### src/rtl/memb_drain.sv
// ----------------------------------------------------------------------------
// memb_drain
//
// Reads every result word out of memory B, starting at address 0 and ending at
// DEPTH-1. Each word is presented on a valid/ready output port. The block keeps
// an unsigned checksum of the words it has captured and pulses Done once the
// last word has been accepted.
//
// Ports
//   clock        in   rising-edge clock
//   Reset        in   asynchronous, active-high reset
//   Start        in   drain request, sampled only in IDLE
//   AddrB        out  [AW] memory B read address
//   DataInB      in   [DW] memory B read data (combinational from AddrB)
//   DOut         out  [DW] registered output word
//   DValid       out  DOut holds a valid word
//   DReady       in   consumer accepts DOut
//   Busy         out  high in every state except IDLE
//   Done         out  one-cycle pulse after the last word is accepted
//   Sum          out  [SW] running unsigned sum of the captured words
//   o_dbg_state  out  [2] current FSM state (IDLE=0 FETCH=1 HOLD=2 DONE=3)
//
// Handshake: a word transfers on a rising edge where DValid && DReady are both
// high. DOut and DValid hold steady until that edge. DValid never depends
// on DReady, and DReady is ignored while DValid is low.
// ----------------------------------------------------------------------------
module memb_drain #(
   parameter int DW    = 8,
   parameter int AW    = 2,
   parameter int DEPTH = 4,
   parameter int SW    = 10
) (
   input  logic          clock,
   input  logic          Reset,
   input  logic          Start,
   output logic [AW-1:0] AddrB,
   input  logic [DW-1:0] DataInB,
   output logic [DW-1:0] DOut,
   output logic          DValid,
   input  logic          DReady,
   output logic          Busy,
   output logic          Done,
   output logic [SW-1:0] Sum,
   output logic [1:0]    o_dbg_state
);

   typedef enum logic [1:0] {
      IDLE  = 2'd0,
      FETCH = 2'd1,
      HOLD  = 2'd2,
      DONE  = 2'd3
   } state_t;

   localparam logic [AW-1:0] LP_LAST = AW'(DEPTH - 1);

   state_t          r_state;
   state_t          w_next;
   logic [AW-1:0]   r_addr;
   logic [DW-1:0]   r_dout;
   logic [SW-1:0]   r_sum;
   logic            w_xfer;
   logic            w_last;

   assign w_xfer = (r_state == HOLD) && DReady;
   assign w_last = (r_addr == LP_LAST);

   // State register
   always_ff @(posedge clock or posedge Reset) begin
      if (Reset) r_state <= IDLE;
      else       r_state <= w_next;
   end

   // Next-state logic
   always_comb begin
      w_next = r_state;
      case (r_state)
         IDLE:  if (Start) w_next = FETCH;
         FETCH: w_next = HOLD;
         HOLD:  if (DReady) w_next = w_last ? DONE : FETCH;
         DONE:  w_next = IDLE;
         default: w_next = IDLE;
      endcase
   end

   // Datapath: address walk, output word capture and checksum
   always_ff @(posedge clock or posedge Reset) begin
      if (Reset) begin
         r_addr <= '0;
         r_dout <= '0;
         r_sum  <= '0;
      end else begin
         case (r_state)
            IDLE: begin
               if (Start) begin
                  r_addr <= '0;
                  r_sum  <= '0;
               end
            end
            FETCH: begin
               r_dout <= DataInB;
               r_sum  <= r_sum + {{(SW-DW){1'b0}}, DataInB};
            end
            HOLD: begin
               // The last address is terminal: it is left in place until DONE
               // returns the pointer to zero.
               if (w_xfer && !w_last) r_addr <= r_addr + 1'b1;
            end
            DONE: r_addr <= '0;
            default: r_addr <= '0;
         endcase
      end
   end

   // All status outputs decode registered state only
   assign AddrB       = r_addr;
   assign DOut        = r_dout;
   assign DValid      = (r_state == HOLD);
   assign Busy        = (r_state != IDLE);
   assign Done        = (r_state == DONE);
   assign Sum         = r_sum;
   assign o_dbg_state = r_state;

endmodule

### config.mk
export PLATFORM = sky130hd
export DESIGN_NAME = memb_drain
export DESIGN_NICKNAME = d
export VERILOG_FILES = /design/src/rtl/memb_drain.sv
export SDC_FILE = /design/constraint.sdc
export NUM_CORES = 1
export LEC_CHECK = 0
export CAP_MARGIN = 40
export CORE_ASPECT_RATIO = 1.5
export CORE_UTILIZATION = 44
export DETAILED_ROUTE_END_ITERATION = 6
export PLACE_DENSITY = 0.81
export SLEW_MARGIN = 30
export SYNTH_ARGS = -nofsm -noshare
export SYNTH_HDL_FRONTEND = slang
export SYNTH_SLANG_ARGS = --single-unit
### constraint.sdc
create_clock -name clock -period 2.1 [get_ports clock]
set_input_delay 0.42 -clock clock [delete_from_list [all_inputs] [get_ports clock]]
set_output_delay 0.42 -clock clock [all_outputs]
set_load 0.01 [all_outputs]
==> results_dict.tcl, run 1 <==
set metrics [dict create \
    cp-start-kind "input pin" \
    final_area_mm2 0.00171 \
    crit_chain "clkdlybuf4s50_1 > ha_1 > inv_1 > fa_1 > nor2b_2 > nor3_1 > o21ai_2 > a41oi_2 > mux2i_1" \
    synth_top_family_by_area "simple AND/OR/NAND/NOR gates" \
    wl_per_cell_um 13.1 \
    drc 0 \
    antenna_cells 0 \
    tritoncts "yes" \
    synth_fa_ha_area_share_pct 11.0 \
    routed_wl_um 2820 \
    firstDrtPassIters 4 \
    power_density_mw_per_mm2 1320 \
    yosysUniqueCellTypes 25 \
    avgSynthCellArea_um2 9.05 \
    hpwl_um 2100 \
    rsz0062_at_grt "false" \
    ys.flop_type "dfrtp_1" \
    cts_buffer_depth 2 \
    synthCells 133 \
    clock-sinks 22 \
    max_freq_mhz 494 \
    finClkSkew_ns 0.0141 \
    final_cell_mix "nand2_1, clkdlybuf4s50_1, dfrtp_1, o21ai_0, buf_4" \
    ios 37 \
    finalMaxSlewViolations 0 \
    cp_slowest_stage_delay_ns 0.48 \
    post_synth_xor_area_fraction_pct 4.37 \
    die_area_mm2 0.00295 \
    gp_congestion 0.751 \
    run_status "completed" \
    cp.required_ns 2.31 \
    setup_ws_ns 0.0757 \
    cp-end-kind "flop" \
    slowest_stage "clkdlybuf4s50_1" \
    synth_area_mm2 0.00120 \
    cap_violations 0 \
    fillers 224 \
    seq_area_frac_synth_pct 45.7 \
    crit_family "adder cells" \
    dp_cells 213 \
    finalNonFillerCells 216 \
    wl_met1_um 1110 \
    synth_compound_area_share_pct 13.7 \
    syn_nets 155 \
    critPathMaxFanout 2 \
    worst_pin_slew_ns 0.661 \
    grt_max_degree 23 \
    top_layer_used "met4" \
    synth-seq-cells 22 \
    grt_overflow_total 0 \
    path_clk_slew_ns 0.13 \
    rr_worst_depth 6 \
    cellLeakagePower_nw 0.801 \
    grt_pass1_wl_um 4770 \
    via_per_inst 5.14 \
    hold_class "input pin to asynchronous set/reset pin" \
    synth-edff-count 0 \
    area_delta_synth_final_pct 42.3 \
    path_buf_inv 2 \
    synthMuxAreaShare_pct 3.33 \
    post-route-period-util_pct 96.4 \
    layout_commonest_cell "nand2_1" \
    slew_headroom_pct 55.6 \
    core_mm2 0.00253 \
    pre_cts_ws_ns -0.338 \
    h-tree-depth 1 \
    dpl_cell_area_mm2 0.00168 \
    die_w_um 44.7 \
    clk_latency_ns 0.31 \
    path_depth 9 \
    num_vias 1111 \
    ir_drop_mv 1.06 \
    antenna_found_initial 0 \
    wl_met2_um 1580 \
    crit_type "input pin to flop" \
    final_layout_size_suffix_gt1_share_pct 10.6 \
    finalHoldViolations 0 \
    die_h_um 66.1 \
    wl_met3_um 95 \
    worst_ep_arrival_time_ns 2.23 \
    setup-violations-final 0 \
    period_minus_slack_ns 2.02 \
    first_global_vias 1161 \
    num_rows 22 \
    io_buffers 36 \
    synthSimpleGateAreaFrac_pct 19.0 \
    ys.warnings.count 0 \
    postRouteAntennaNets 0 \
    multiInputGateArea_um2 633 \
    nets 204 \
    synthArstFlopShare_pct 100 \
    ff_latch_area_um2 551 \
    final.setup.tns_ns 0 \
    cts_buffers 3 \
    cts_setup_buffers 0 \
    cts-root-buf "clkbuf_4" \
    grt_use_total_pct 21.3 \
    initialDrtViolationCount 22 \
    start_util_pct 47.5 \
]
==> worst reg2reg max path: cells and delay by family, from the launching register on <==
family                   cells  cell delay (ns)
AO/OA/AOI/OAI                3             0.96
adder cells (fa/ha/maj)      1             0.29
flip-flops                   1             0.44
AND/OR/NAND/NOR              2             0.15
==> layer usage <==
layer	vias to the layer above	GRT usage, %
met5	-	0
li1	547	-
met1	531	23.5
met4	0	7.58
met3	4	2.46
met2	29	40.3
==> stage by stage <==
stage | power, W | hold WS [ns] | util (%)
finish | 0.00225 | 0.433 | 67.6
global route | 0.00243 | 0.465 | 67.6
global placement | 0.00199 | 0.457 | 66.2
detailed placement | 0.00204 | 0.466 | 66.2
CTS | 0.00224 | 0.445 | 67.1
floorplan | 0.00139 | 0.409 | -
==> synthesized netlist by cell type (2+ instances only) <==
cell type | n | area, um^2
clkbuf_1 | 2 | 7.51
dfrtp_1 | 22 | 551
o21ai_0 | 12 | 60.1
nor2_1 | 7 | 26.3
nand3_1 | 3 | 15.0
a311o_1 | 2 | 20.0
inv_1 | 7 | 26.3
xor2_1 | 2 | 17.5
a21oi_1 | 6 | 30.0
nand2_1 | 37 | 139
ha_1 | 9 | 113
nor2b_1 | 5 | 31.3
mux2i_1 | 4 | 40.0
xnor2_1 | 4 | 35.0
==> sequential cells by signal (all words and copies together) (netlist names) <==
| signal | flops |
|---|---|
| DOut | 8 |
| Sum | 10 |
| o_dbg_state | 2 |
| AddrB | 2 |
==> repair_timing <==
action,4_1_cts,5_1_grt
endpoints found under the setup margin,1,2
hold buffers,0,0
hold endpoints to repair,0,0
gates resized for setup,1,4
pin swaps,0,1
==> report_power, final <==
group / internal, W / switching (W) / leakage, nW
logic: 0.000688 / 0.000627 / 0.506
registers: 0.000599 / 0.000144 / 0.282
clock network: 0.0000670 / 0.000128 / 0.0138
==> path summary, 6_finish.rpt <==
kind	startpoint	end	slack [ns]
setup / recovery	DataInB[0]	Sum[8]	0.08
hold / removal	Reset	o_dbg_state[0]	0.43
setup reg to reg	Sum[1]	Sum[7]	0.23
hold reg to reg	Sum[9]	Sum[9]	0.48
max in group asynchronous	Reset	DOut[0]	1.43
min in group clock	Sum[9]	Sum[9]	0.48
==> logic make-up after synthesis <==
| group | Yosys count |
|---|---|
| adders and majority gates | 10 |
| DFF | 22 |
| buffers and inverters | 9 |
| and+or+nand+nor | 55 |
| xor gates and xnor gates | 6 |
| AOI/OAI and AO/OA | 27 |
| muxes | 4 |
==> layout make-up <==
type	instances	share of cell area (%)
tap	36	2.63
multi-input combinational	102	37.0
inverter	7	1.53
timing repair buffer	46	25.4
sequential	22	32.1
clock buffer	3	1.31
(Power assumes the default switching activity.)
==> run 2, diff against run 1 <==
Settings changed: GPL_ROUTABILITY_DRIVEN set to 0, SKIP_LAST_GASP set to 1.
==> results_dict.tcl, run 2 (same netlist as run 1, synthesis figures left out) <==
set metrics [dict create \
    crit_chain "clkdlybuf4s50_1 > ha_1 > inv_1 > fa_1 > nor2b_1 > nor3_1 > o21ai_1 > a41oi_1 > mux2i_1" \
    cap_violations 0 \
    finalMaxSlewViolations 0 \
    max_freq_mhz 491 \
    cp-start-kind "input pin" \
    dp_cells 213 \
    pre_cts_ws_ns -0.338 \
    worst_ep_arrival_time_ns 2.25 \
    power_density_mw_per_mm2 1310 \
    ctsHoldBuffers 0 \
    critPathMaxFanout 2 \
    rsz0062_at_grt "true" \
    worst_pin_slew_ns 0.649 \
    start_util_pct 47.5 \
    layout_commonest_cell "nand2_1" \
    post-route-period-util_pct 97.0 \
    r2r_slack_ns 0.23 \
    die_h_um 66.1 \
    cts-root-buf "clkbuf_4" \
    die_w_um 44.7 \
    first_global_vias 1161 \
    cts_setup_buffers 0 \
    cts_buffers 3 \
    cp_slowest_stage_delay_ns 0.48 \
    ios 37 \
    die_area_mm2 0.00295 \
    run_status "completed" \
    tritoncts "yes" \
    slowest_stage "clkdlybuf4s50_1" \
    grt_max_degree 23 \
    initialDrtViolationCount 20 \
    fillers 222 \
    grt_overflow_total 0 \
    num_rows 22 \
    final_cell_mix "nand2_1, clkdlybuf4s50_1, dfrtp_1, o21ai_0, buf_4" \
    slew_headroom_pct 56.5 \
    period_minus_slack_ns 2.04 \
    wl_per_cell_um 12.8 \
    setup_ws_ns 0.0625 \
    hold_class "input pin to asynchronous set/reset pin" \
    io_buffers 36 \
    setup-violations-final 0 \
    finalNonFillerCells 216 \
    grt_pass1_wl_um 4770 \
    grt_use_total_pct 21.3 \
    via_per_inst 5.13 \
    num_vias 1107 \
    largest_reg_flops 10 \
    clock-sinks 22 \
    hpwl_um 2100 \
    path_clk_slew_ns 0.13 \
    core_mm2 0.00253 \
    cp.required_ns 2.31 \
    postRouteAntennaNets 0 \
    h-tree-depth 1 \
    antenna_cells 0 \
    firstDrtPassIters 4 \
    finalHoldViolations 0 \
    finClkSkew_ns 0.0124 \
    nets 204 \
    drc 0 \
    cts_buffer_depth 2 \
    area_delta_synth_final_pct 41.2 \
    crit_type "input pin to flop" \
    routed_wl_um 2760 \
    antenna_found_initial 0 \
    final_layout_size_suffix_gt1_share_pct 8.89 \
    cp-end-kind "flop" \
    clk_latency_ns 0.31 \
    ir_drop_mv 1.06 \
    cellLeakagePower_nw 0.798 \
]
run 2: final cells by class:
cell class              count  area (um^2)  share of cell area (%)
multi-input cells         102          619                    36.5
flip-flops and latches     22          551                    32.4
repair buffers             46          435                    25.6
well taps                  36         45.0                    2.65
inverters                   7         26.3                    1.55
clock buffers               3         22.5                    1.33
run 2: where the power goes:
| part | internal, W | switching, W | total (W) |
|---|---|---|---|
| logic | 0.000681 | 0.000611 | 0.00129 |
| clock network | 0.0000670 | 0.000130 | 0.000197 |
| registers | 0.000599 | 0.000145 | 0.000744 |
run 2: through the flow:
| step | total power, W | instance area (um^2) | hold WS [ns] | utilization [%] | setup TNS, ns |
|---|---|---|---|---|---|
| after floorplan | 0.00139 | 1200 | 0.409 | - | 0 |
| after global placement | 0.00199 | 1680 | 0.457 | 66.2 | -0.941 |
| after detailed placement | 0.00204 | 1680 | 0.466 | 66.2 | -1.16 |
| after CTS | 0.00224 | 1700 | 0.445 | 67.1 | 0 |
| after global routing | 0.00240 | 1700 | 0.465 | 67.1 | -0.0477 |
| final | 0.00223 | 1700 | 0.432 | 67.1 | 0 |
run 2: final timing paths:
check                                start  cells after the start              to
worst max-delay path            DataInB[0]                      9          Sum[8]
worst min-delay path                 Reset                      3  o_dbg_state[0]
worst max register to register      Sum[1]                      6          Sum[7]
worst min register to register      Sum[9]                      1          Sum[9]
max in group asynchronous            Reset                      3         DOut[1]
min in group clock                  Sum[9]                      1          Sum[9]
run 2: timing repair:
action                     4_1_cts  5_1_grt
pin swaps                        0        1
setup endpoints to repair        1        2
resized for setup                1        1
gates cloned                     0        0
run 2: layer usage:
metal / vias up / share of wire (%) / GRT usage, %
met5: - / 0 / 0
met4: 0 / 1.2 / 7.58
met3: 4 / 3.8 / 2.46
met2: 27 / 55 / 40.3
met1: 529 / 40 / 23.5
li1: 547 / - / -
run 2: critical path: cells and delay by family:
| kind | cells | cell delay, ns |
|---|---|---|
| AOI/OAI and AO/OA | 2 | 0.37 |
| adders and majority gates | 2 | 0.54 |
| buffers and inverters | 2 | 0.53 |
| muxes | 1 | 0.14 |
| and+or+nand+nor | 2 | 0.23 |
